<file path="src/rtl/instruction_encoder_pkg.sv">
// ============================================================================
// Module : instruction_encoder_pkg
// Brief  : RV32I major opcodes and the buffered-entry type for the encoder.
// Rev    : 1.0 - initial release
// ============================================================================
`default_nettype none

package instruction_encoder_pkg;

    localparam logic [6:0] c_op_load   = 7'b0000011;
    localparam logic [6:0] c_op_i_type = 7'b0010011;
    localparam logic [6:0] c_op_auipc  = 7'b0010111;
    localparam logic [6:0] c_op_s_type = 7'b0100011;
    localparam logic [6:0] c_op_r_type = 7'b0110011;
    localparam logic [6:0] c_op_lui    = 7'b0110111;
    localparam logic [6:0] c_op_b_type = 7'b1100011;
    localparam logic [6:0] c_op_jalr   = 7'b1100111;
    localparam logic [6:0] c_op_j_type = 7'b1101111;

    typedef struct packed {
        logic [31:0] instr;
        logic        err;
    } entry_t;

    // True when v[31:msb] are all equal, i.e. v is representable as a
    // sign-extended (msb+1)-bit value.
    function automatic logic fits_signed(input logic [31:0] v, input int unsigned msb);
        logic [31:0] hi;
        hi = 32'($signed(v) >>> msb);
        return (hi == '0) || (hi == '1);
    endfunction

endpackage

`default_nettype wire

</file>
<file path="src/rtl/instruction_encoder_if.sv">
// ============================================================================
// Module : instruction_encoder_if
// Brief  : Field-input / instruction-output handshake bundle of the encoder.
// Rev    : 1.0 - initial release
// ============================================================================
`default_nettype none

interface instruction_encoder_if;
    logic        in_valid;
    logic        in_ready;
    logic [6:0]  opcode;
    logic [4:0]  rd;
    logic [4:0]  rs1;
    logic [4:0]  rs2;
    logic [2:0]  funct3;
    logic [6:0]  funct7;
    logic [31:0] imm;
    logic        out_valid;
    logic        out_ready;
    logic [31:0] instr;
    logic        enc_err;
    logic [15:0] instr_count;

    modport master (
        output in_valid, opcode, rd, rs1, rs2, funct3, funct7, imm, out_ready,
        input  in_ready, out_valid, instr, enc_err, instr_count
    );

    modport slave (
        input  in_valid, opcode, rd, rs1, rs2, funct3, funct7, imm, out_ready,
        output in_ready, out_valid, instr, enc_err, instr_count
    );
endinterface

`default_nettype wire

</file>
<file path="src/rtl/instruction_encoder_instr_pack.sv">
// ============================================================================
// Module : instr_pack
// Brief  : Combinational RV32I field packer; optional immediate range check
//          enabled by macro IMM_RANGE_CHECK_EN.
// Rev    : 1.0 - initial release
// ============================================================================
`default_nettype none

module instr_pack
    import instruction_encoder_pkg::*;
(
    input  logic [6:0]  opcode,
    input  logic [4:0]  rd,
    input  logic [4:0]  rs1,
    input  logic [4:0]  rs2,
    input  logic [2:0]  funct3,
    input  logic [6:0]  funct7,
    input  logic [31:0] imm,
    output logic [31:0] instr,
    output logic        err
);

    logic w_is_shift;
    assign w_is_shift = (funct3 == 3'b001) || (funct3 == 3'b101);

    always_comb begin
        instr = {funct7, rs2, rs1, funct3, rd, opcode};
        err   = 1'b0;
        case (opcode)
            c_op_i_type: begin
                if (w_is_shift) instr = {funct7, imm[4:0], rs1, funct3, rd, opcode};
                else            instr = {imm[11:0], rs1, funct3, rd, opcode};
            end
            c_op_jalr, c_op_load: instr = {imm[11:0], rs1, funct3, rd, opcode};
            c_op_s_type: instr = {imm[11:5], rs2, rs1, funct3, imm[4:0], opcode};
            c_op_b_type: instr = {imm[12], imm[10:5], rs2, rs1, funct3, imm[4:1], imm[11], opcode};
            c_op_lui, c_op_auipc: instr = {imm[31:12], rd, opcode};
            c_op_j_type: instr = {imm[20], imm[10:1], imm[11], imm[19:12], rd, opcode};
            default: ;
        endcase
`ifdef IMM_RANGE_CHECK_EN
        case (opcode)
            c_op_i_type:                      err = !w_is_shift && !fits_signed(imm, 11);
            c_op_jalr, c_op_load, c_op_s_type: err = !fits_signed(imm, 11);
            c_op_b_type:                      err = !fits_signed(imm, 12) || imm[0];
            c_op_j_type:                      err = !fits_signed(imm, 20) || imm[0];
            c_op_lui, c_op_auipc:             err = |imm[11:0];
            c_op_r_type:                      err = 1'b0;
            default:                          err = 1'b1;
        endcase
`endif
    end

endmodule

`default_nettype wire

</file>
<file path="src/rtl/instruction_encoder.sv">
// ============================================================================
// Module : instruction_encoder
// Brief  : Registered RV32I instruction packer behind a two-entry skid buffer
//          with output handshake counter. Macro: IMM_RANGE_CHECK_EN.
// Rev    : 1.0 - initial release
// ============================================================================
`default_nettype none

module instruction_encoder
    import instruction_encoder_pkg::*;
(
    input  logic                  clk,
    input  logic                  rst,
    instruction_encoder_if.slave  bus
);

    entry_t      w_packed;
    entry_t      r_main;
    entry_t      r_skid;
    logic        r_main_valid;
    logic        r_skid_valid;
    logic        r_in_ready;
    logic [15:0] r_count;
    logic        w_accept;
    logic        w_pop;
    logic        w_skid_valid_nxt;

    instr_pack u_pack (
        .opcode (bus.opcode),
        .rd     (bus.rd),
        .rs1    (bus.rs1),
        .rs2    (bus.rs2),
        .funct3 (bus.funct3),
        .funct7 (bus.funct7),
        .imm    (bus.imm),
        .instr  (w_packed.instr),
        .err    (w_packed.err)
    );

    assign w_accept = bus.in_valid && r_in_ready;
    assign w_pop    = r_main_valid && bus.out_ready;

    // An accept can only happen with skid empty, so skid fills only when main
    // is occupied and not draining.
    assign w_skid_valid_nxt = (r_skid_valid && !w_pop) || (w_accept && r_main_valid && !w_pop);

    always_ff @(posedge clk) begin
        if (rst) begin
            r_main       <= '0;
            r_skid       <= '0;
            r_main_valid <= 1'b0;
            r_skid_valid <= 1'b0;
            r_in_ready   <= 1'b1;
            r_count      <= 16'd0;
        end else begin
            if (w_pop) r_count <= r_count + 16'd1;

            if (w_pop && r_skid_valid) begin
                r_main       <= r_skid;
                r_main_valid <= 1'b1;
            end else if (w_pop || !r_main_valid) begin
                r_main_valid <= w_accept;
                if (w_accept) r_main <= w_packed;
            end else if (w_accept) begin
                r_skid <= w_packed;
            end

            r_skid_valid <= w_skid_valid_nxt;
            r_in_ready   <= !w_skid_valid_nxt;
        end
    end

    assign bus.in_ready    = r_in_ready;
    assign bus.out_valid   = r_main_valid;
    assign bus.instr       = r_main.instr;
    assign bus.enc_err     = r_main.err;
    assign bus.instr_count = r_count;

endmodule

`default_nettype wire

</file>
<file path="src/flat_wrapper.sv">
// flat-port wrapper written by rule: the top's interface ports become plain ports
module instruction_encoder_flat import instruction_encoder_pkg::*;
  (clk, rst, bus_in_valid, bus_opcode, bus_rd, bus_rs1, bus_rs2, bus_funct3, bus_funct7, bus_imm, bus_out_ready, bus_in_ready, bus_out_valid, bus_instr, bus_enc_err, bus_instr_count);
  instruction_encoder_if bus_i ();
  input  logic clk;
  input  logic rst;
  input wire logic [$bits(bus_i.in_valid)-1:0] bus_in_valid;
  input wire logic [$bits(bus_i.opcode)-1:0] bus_opcode;
  input wire logic [$bits(bus_i.rd)-1:0] bus_rd;
  input wire logic [$bits(bus_i.rs1)-1:0] bus_rs1;
  input wire logic [$bits(bus_i.rs2)-1:0] bus_rs2;
  input wire logic [$bits(bus_i.funct3)-1:0] bus_funct3;
  input wire logic [$bits(bus_i.funct7)-1:0] bus_funct7;
  input wire logic [$bits(bus_i.imm)-1:0] bus_imm;
  input wire logic [$bits(bus_i.out_ready)-1:0] bus_out_ready;
  output wire logic [$bits(bus_i.in_ready)-1:0] bus_in_ready;
  output wire logic [$bits(bus_i.out_valid)-1:0] bus_out_valid;
  output wire logic [$bits(bus_i.instr)-1:0] bus_instr;
  output wire logic [$bits(bus_i.enc_err)-1:0] bus_enc_err;
  output wire logic [$bits(bus_i.instr_count)-1:0] bus_instr_count;
  assign bus_i.in_valid = bus_in_valid;
  assign bus_i.opcode = bus_opcode;
  assign bus_i.rd = bus_rd;
  assign bus_i.rs1 = bus_rs1;
  assign bus_i.rs2 = bus_rs2;
  assign bus_i.funct3 = bus_funct3;
  assign bus_i.funct7 = bus_funct7;
  assign bus_i.imm = bus_imm;
  assign bus_i.out_ready = bus_out_ready;
  assign bus_in_ready = bus_i.in_ready;
  assign bus_out_valid = bus_i.out_valid;
  assign bus_instr = bus_i.instr;
  assign bus_enc_err = bus_i.enc_err;
  assign bus_instr_count = bus_i.instr_count;
  instruction_encoder u_core (.clk(clk), .rst(rst), .bus(bus_i));
endmodule
</file>
<file path="config.mk">
export PLATFORM = sky130hd
export DESIGN_NAME = instruction_encoder_flat
export DESIGN_NICKNAME = d
export VERILOG_FILES = /design/src/rtl/instruction_encoder_pkg.sv /design/src/rtl/instruction_encoder_if.sv /design/src/rtl/instruction_encoder_instr_pack.sv /design/src/rtl/instruction_encoder.sv /design/src/flat_wrapper.sv
export SDC_FILE = /design/constraint.sdc
export NUM_CORES = 1
export LEC_CHECK = 0
export CAP_MARGIN = 30
export CORE_ASPECT_RATIO = 1.25
export CORE_MARGIN = 5
export CORE_UTILIZATION = 30
export CTS_CLUSTER_DIAMETER = 40
export CTS_CLUSTER_SIZE = 40
export DETAILED_ROUTE_END_ITERATION = 6
export PLACE_DENSITY = 0.64
export SKIP_CTS_REPAIR_TIMING = 1
export SYNTH_ARGS = -nofsm -noshare
export SYNTH_HDL_FRONTEND = slang
export SYNTH_SLANG_ARGS = --single-unit
</file>
<file path="constraint.sdc">
create_clock -name clk -period 3.2 [get_ports clk]
set_clock_uncertainty 0.1 [all_clocks]
set_input_delay 0.8 -clock clk [delete_from_list [all_inputs] [get_ports clk]]
set_output_delay 0.8 -clock clk [all_outputs]
set_load 0.1 [all_outputs]
</file>
# Yosys cells after proc, flatten, opt, wreduce, memory -nomap -nowiden
# Index checks and enable logic that the tools add are counted.
# totals
register_bits,84
inputBits,68
output_inout_bits,51
word_cells,45
# op_classes
addsub,1
n_eq_ne,10
muxes,7
bitwise_logic,2
reduce_logical,18
# op_table
op,n
case mux 32 bit (6 select lines),1
two-way mux 33 bit,3
two-way mux 32 bit,1
"equality test 7 bit, second input constant",3
"adder 16 x 1 -> 16 bit, second input constant",1
"equality test 7 x 5 -> 1 bit, second input constant",2
"equality test 7 x 6 -> 1 bit, second input constant",2
"equality test 7 x 2 -> 1 bit, second input constant",1
logical AND 1 bit,6
nonzero test 2 bit,2
OR reduction 2 bit,2
"equality test 3 x 1 -> 1 bit, second input constant",1
"equality test 3 bit, second input constant",1
zero test 1 bit,3
logical OR 1 bit,3
AND reduction 3 bit,1
two-way mux 1 bit,2
inverter 1 bit,2
AND reduction 2 bit,1

# Logic depth before layout (Yosys ltp)
# Gate-level depths: netlist (run 1).
# logic_depth
ltp_word,7
ltp_mapped,8
ltp_nobuf,7

# Modules after synthesis
# A second synthesis (run 1) with hierarchy kept.
# unflattened
hier_cells,473
hier_area_um2,4159.0
# modules_own_cells
module,n_inst,cells_each,area_per_inst_um2,seq_area_each_um2
instruction_encoder,1,389,3443.3,1701.6
instr_pack,1,84,715.7,0.0

# Worst setup path after synthesis (run 1)
# No wires, ideal clock.
# synth_timing
kind,register -> register
start,register u_core.r_main_valid (netlist: u_core.bus.out_valid)
end,register u_core.r_count[13] (netlist: u_core.bus.instr_count[13])
setup_time_ns,0.067
t_arrival_ns,2.371
required_ns,3.033
path_slack_ns,0.662
path_stages_with_launch,8
path_buffers,1
period_less_slack_ns,2.538
path_cell_list,dfxtp_1 -> buf_2 -> and3_1 -> nand3_1 -> nor3_1 -> nand3_1 -> xor2_1 -> nor2_1
# synth_via
elab_chain_len,1
# synth_lines
item,line,source
from (decl),instruction_encoder.sv:20,logic r_main_valid;
from (signal assigned),instruction_encoder.sv:62,r_main_valid <= w_accept;
logical AND 1 bit,instruction_encoder.sv:41,assign w_pop = r_main_valid && bus.out_ready;
to (signal assigned),instruction_encoder.sv:56,if (w_pop) r_count <= r_count + 16'd1;
to (decl),instruction_encoder.sv:23,logic [15:0] r_count;
# Every way passes these cells.
# A chain may end at the register's enable or synchronous reset.

# Final worst setup path (run 1)
# layout_timing
start,input bus_opcode[2]
end,"register u_core.r_main, in the netlist u_core.bus.instr[14]"
# layout_via
elab_chain_len,6
word_cells_on_any_way,14
classes_between,eq/ne (8); mux (4); reduce/logical (2)
# layout_lines
item,line,source
from (decl),flat_wrapper.sv:8,input wire logic [$bits(bus_i.opcode)-1:0] bus_opcode;
"equality test 7 x 6 -> 1 bit, or another cell as far along",instruction_encoder_instr_pack.sv:29,case (opcode)
OR reduction 2 bit,instruction_encoder_instr_pack.sv:29,
case mux 32 bit (6 select lines) *,instruction_encoder_instr_pack.sv:29,
two-way mux 33 bit *,instruction_encoder.sv:63,if (w_accept) r_main <= w_packed;
two-way mux 33 bit *,instruction_encoder.sv:61,end else if (w_pop || !r_main_valid) begin
two-way mux 33 bit *,instruction_encoder.sv:58,if (w_pop && r_skid_valid) begin
to (signal assigned),instruction_encoder.sv:59,r_main <= r_skid;
to (signal assigned),instruction_encoder.sv:63,
to (decl),instruction_encoder.sv:18,entry_t r_main;
# Mark *: on every way between the ends. The rest lies on a longest branch, timed or not. The select of a mux whose other input is x is not followed.

==> flow_metrics.tcl, run 1 <==
set metrics [dict create \
    grt_pass1_vias 3639 \
    synthMuxAreaShare_pct 3.42 \
    grt_max_degree 52 \
    p_leak_nw 2.03 \
    worstSetupPathType "in -> reg" \
    crit_path_end_kind "flip-flop" \
    diodes 0 \
    die_x_um 111 \
    synth_fa_ha_area_share_pct 0.325 \
    synth_nets 517 \
    synth_edf_count 0 \
    postPlaceCellArea_mm2 0.00505 \
    synth_top_flop_cell "dfxtp_1" \
    port_buffers 117 \
    timing.max_cap.violations 0 \
    area_delta_synth_final_pct 38.0 \
    pre_cts_slack_ns 0.175 \
    final_util_pct 41.9 \
    setup_viol 0 \
    worst_ep_required_time_ns 3.29 \
    status "finished clean" \
    synth_xor_area_share_pct 2.96 \
    fin_nets 625 \
    grt_overflow 0 \
    clkSinkCount 83 \
    wire_per_inst_um 16.2 \
    synth_top_area_share_pct 43.2 \
    dieArea_mm2 0.0152 \
    cpLargestDelayFamily "buffers and inverters" \
    synth_cells 448 \
    ant_nets 0 \
    cts_tree "done" \
    max_stage_delay_ns 0.72 \
    synth_most_common_cell "dfxtp_1" \
    synth_compound_area_share_pct 26.4 \
    min_path_type "reg -> reg" \
    max_slew.worst_pin.slew_ns 0.950 \
    yosys.area_share.simple_pct 18.1 \
    vias 3728 \
    antenna_found_initial 0 \
    slew_violations 0 \
    crit_path_start_kind "primary input" \
    min_period_over_period_pct 83.8 \
    ctsRootBufferMaster "clkbuf_16" \
    synth.area.top_cells "dfxtp_1, a21oi_1, nand2_1, o21ai_0, nor2_1" \
    via_per_inst 5.11 \
    synth_area_per_cell_um2 8.59 \
    slew_headroom_pct 36.6 \
    synth.top_cells.by_count "dfxtp_1, nand2_1, a21oi_1" \
    gp_congestion 0.902 \
    power_density_mw_per_mm2 501 \
    pin_count 119 \
    finalHoldViolCount 0 \
    design_area_mm2 0.00531 \
    cts.path.max_buffers 2 \
    synth_warnings 0 \
    worstSkewPairLatency_ns 0.33 \
    drt_wl_total_um 11800 \
    worst-path-buf-inv 1 \
    synth_top_family_by_area "compound AO/OA/AOI/OAI gates" \
    period_minus_slack_ns 2.68 \
    synthArstFlopShare_pct 0 \
    initialDrtViolationCount 285 \
    ys_seq_area_share_pct 43.2 \
    fmax_mhz 373 \
    clk_pin_slew_ns 0.06 \
    core_mm2 0.0127 \
    cp.arrival_ns 2.77 \
    netlist_area_mm2 0.00385 \
    finalSetupTns_ns 0 \
    crit_slowest_cell "clkdlybuf4s50_1" \
    firstDrtPassIters 4 \
    drc 0 \
    drive_gt1_share_pct 18.4 \
    track_usage_pct 15.2 \
    irDropWorstVdd_v 0.000236 \
    die_h_um 137 \
    grt_pass1_wl_um 18500 \
    cp_cell_sequence "clkdlybuf4s50_1 -> nor2b_4 -> and3_4 -> o21bai_4 -> mux2i_1 -> o22ai_1" \
    postLayoutSetupSlackWorst_ns 0.519 \
    cts_buffers 9 \
    synth.distinct_cells 57 \
    grt_setup_unrepaired "false" \
    path_max_fanout 15 \
    rows 46 \
    initial_utilization_pct 30.4 \
    ys_ff_latch 83 \
    dpl.hpwl_um 8720 \
    yosys.area.top_type "dfxtp_1" \
    htreeDepth 3 \
]
-- area by class of cell --
type / count / area (µm²)
fill: 1277 / 7350
multi-input combinational: 324 / 1980
sequential: 83 / 1660
timing repair buffer: 133 / 1170
clock buffer: 11 / 233
tap: 168 / 210
clock inverter: 5 / 30.0
inverter: 5 / 18.8
-- per-stage QoR --
step,power (mW),cells,hold WS [ns]
2_1_floorplan,1.55,448,0.337
3_3_place_gp,1.75,713,0.343
3_5_place_dp,1.75,713,0.347
4_1_cts,2.69,729,0.355
5_1_grt,2.77,729,0.372
6_report,2.66,729,0.352
-- registers in the layout, indices dropped and copies added, names as in the netlist --
register,count
u_core.bus.in_ready,1
u_core.bus.out_valid,1
u_core.r_skid,32
u_core.bus.instr_count,16
u_core.r_skid_valid,1
u_core.bus.instr,32
-- worst min-delay path: stages, from the launching register on --
cell,delay [ns]
dfxtp_1,0.31
nand2_1,0.05
a21oi_1,0.05
-- path summary, 6_finish.rpt --
| check | start | end | slack [ns] | cells past startpoint |
|---|---|---|---|---|
| worst max-delay path | bus_opcode[2] | u_core.bus.instr[14]$_SDFFE_PP0P_ | 0.52 | 6 |
| worst min-delay path | u_core.bus.instr[7]$_SDFFE_PP0P_ | u_core.bus.instr[7]$_SDFFE_PP0P_ | 0.35 | 2 |
| worst max register to register | u_core.bus.out_valid$_SDFFE_PP0N_ | u_core.bus.instr[24]$_SDFFE_PP0P_ | 1.14 | 3 |
| worst min register to register | u_core.bus.instr[7]$_SDFFE_PP0P_ | u_core.bus.instr[7]$_SDFFE_PP0P_ | 0.35 | 2 |
-- power by group --
part | switching, mW | total (mW) | internal [mW]
logic | 0.423 | 0.614 | 0.191
clock network | 0.406 | 0.928 | 0.522
registers | 0.0324 | 1.12 | 1.09
-- cells in the final DEF (no fill, tap or decap), types with 8 or more instances in the layout --
cell	synthesis	final
nand2_1	50	50
buf_4	2	65
a21oi_1	48	48
dfxtp_1	83	83
a22oi_1	9	9
clkdlybuf4s50_1	0	66
a211oi_1	8	8
a22o_1	9	9
clkbuf_16	0	9
o22ai_1	10	10
and3_1	8	8
o21ai_0	33	33
nor2_1	40	39
xor2_1	10	10
mux2i_1	12	12
nand3_1	18	18
-- layer usage --
metal	share of wire, %	vias up	global-route usage [%]
met1	44	1744	17.8
met5	0	-	0
li1	-	1842	-
met3	7.6	14	5.75
met4	1.4	0	5.34
met2	46	128	25.4
-- cell families after synthesis --
group                    count (synthesis)
other                                    1
adder cells (fa/ha/maj)                  1
AND/OR/NAND/NOR                        142
buffers and inverters                   41
multiplexers                            13
AO/OA/AOI/OAI                          154
XOR/XNOR                                13
flip-flops                              83
Power figures use the tool's default switching activity.
==> inputs of run 2 (changes only) <==
- clock period: 3.2 -> 2.5 ns (I/O delays scaled with it)
==> flow_metrics.tcl, run 2 (synthesis results as in run 1) <==
set metrics [dict create \
    port_buffers 117 \
    die_x_um 111 \
    cts.path.max_buffers 2 \
    seqPwrFrac_pct 39.9 \
    p_sw_share_pct 30.8 \
    p_clk_share_pct 37.4 \
    hold_start "u_core.bus.instr[20]$_SDFFE_PP0P_" \
    firstDrtPassIters 5 \
    max_slew.worst_pin.slew_ns 0.723 \
    irDropWorstVdd_v 0.000268 \
    cp.arrival_ns 2.47 \
    grt_setup_unrepaired "false" \
    htreeDepth 3 \
    crit_path_start_kind "primary input" \
    clkSinkCount 83 \
    core_mm2 0.0127 \
    p_leak_nw 2.21 \
    track_usage_pct 15.6 \
    status "finished clean" \
    grt_max_degree 52 \
    fmax_mhz 425 \
    via_per_inst 5.07 \
    setup_viol 0 \
    crit_path_end_kind "flip-flop" \
    ant_nets 0 \
    fillers 1246 \
    power_density_mw_per_mm2 637 \
    drt_wl_total_um 12100 \
    setup.worst_path.start "bus_opcode[5]" \
    power_frac_comb_pct 22.7 \
    clk_pin_slew_ns 0.06 \
    cts_tree "done" \
    drive_gt1_share_pct 22.7 \
    rows 46 \
    min_period_over_period_pct 94.2 \
    slew_violations 0 \
    p_int_mw 2.48 \
    vias 3844 \
    initialDrtViolationCount 253 \
    dieArea_mm2 0.0152 \
    worst_ep_required_time_ns 2.62 \
    timing.max_cap.violations 0 \
    pre_cts_slack_ns -0.210 \
    initial_utilization_pct 30.4 \
    slew_headroom_pct 51.7 \
    cts_buffers 9 \
    die_h_um 137 \
    diodes 0 \
    min_path_type "reg -> reg" \
    postLayoutSetupSlackWorst_ns 0.145 \
    worstSkewPairLatency_ns 0.34 \
    drc 0 \
    grt_overflow 0 \
    wire_per_inst_um 15.9 \
    mostFrequentLayoutCell "buf_4" \
    grt_pass1_vias 3756 \
    gp_congestion 0.925 \
    rr_startpoint "u_core.bus.instr_count[0]$_SDFFE_PP0P_" \
    reg2reg_slack_ns 0.83 \
    fin_nets 654 \
    final_util_pct 44.5 \
    pin_count 119 \
    area_delta_synth_final_pct 46.5 \
    antenna_found_initial 0 \
    power.switching_mw 1.10 \
    dpl.hpwl_um 9140 \
    period_minus_slack_ns 2.35 \
    ctsRootBufferMaster "clkbuf_16" \
    grt_pass1_wl_um 19100 \
    finalHoldViolCount 0 \
    worstSetupPathType "in -> reg" \
    mostFrequentLayoutCells "buf_4, dfxtp_1, clkdlybuf4s50_1" \
    path_max_fanout 5 \
]
-- run 2: cell types whose count changed in the layout (fill, tap and decap cells not counted) --
cell        before  now
buf_12           1    6
buf_4           65   89
bufinv_16        0    1
clkbuf_1         2    1
clkbuf_8         0    2
clkinv_2         3    2
clkinv_4         0    1
clkinvlp_4       2    0
dfxtp_1         83   82
dfxtp_2          0    1
-- run 2: area by class of cell --
cell class	instances	area, µm²	share of cell area (%)
timing repair buffer	162	1450	25.8
multi-input combinational	324	1980	35.2
inverter	5	18.8	0.333
sequential	83	1660	29.5
tap	168	210	3.73
clock inverter	4	48.8	0.866
clock buffer	12	256	4.55
-- run 2: final timing paths --
check	end	depth (start not counted)
hold / removal	u_core.bus.instr[20]$_SDFFE_PP0P_	2
setup / recovery	u_core.r_skid[28]$_SDFFE_PP0P_	7
hold reg to reg	u_core.bus.instr[20]$_SDFFE_PP0P_	2
setup reg to reg	u_core.bus.instr_count[14]$_SDFFE_PP0P_	7
-- run 2: power groups by stage --
stage,clock network [mW],logic (mW),registers (mW)
floorplan,0,0.211,1.77
global placement,0,0.811,1.46
detailed placement,0,0.818,1.46
CTS,1.38,0.819,1.43
global route,1.44,0.857,1.44
finish,1.34,0.814,1.43
-- run 2: routing by layer --
layer  global-route usage [%]  vias to the layer above  share of wire [%]
li1                         -                     1903                  -
met1                     18.8                     1793                 42
met2                     26.4                      127                 49
met3                     4.64                       21                6.8
met4                     6.09                        0                2.2
met5                        0                        -                  0
-- run 2: through the flow --
step | TNS (ns) | power [mW] | hold slack, ns | instances | instance area [µm²]
floorplan | 0 | 1.98 | 0.337 | 448 | 3850
global placement | -2.27 | 2.27 | 0.343 | 742 | 5330
detailed placement | -3.02 | 2.28 | 0.344 | 742 | 5330
CTS | 0 | 3.63 | 0.353 | 758 | 5630
global route | 0 | 3.73 | 0.372 | 758 | 5630
finish | 0 | 3.59 | 0.353 | 758 | 5630
-- run 2: critical path: stages --
cell	delay, ns
clkdlybuf4s50_1	0.54
mux2_2	0.37
o221ai_2	0.24
nand4_2	0.23
a22o_1	0.25
a21oi_2	0.13
a21oi_1	0.08
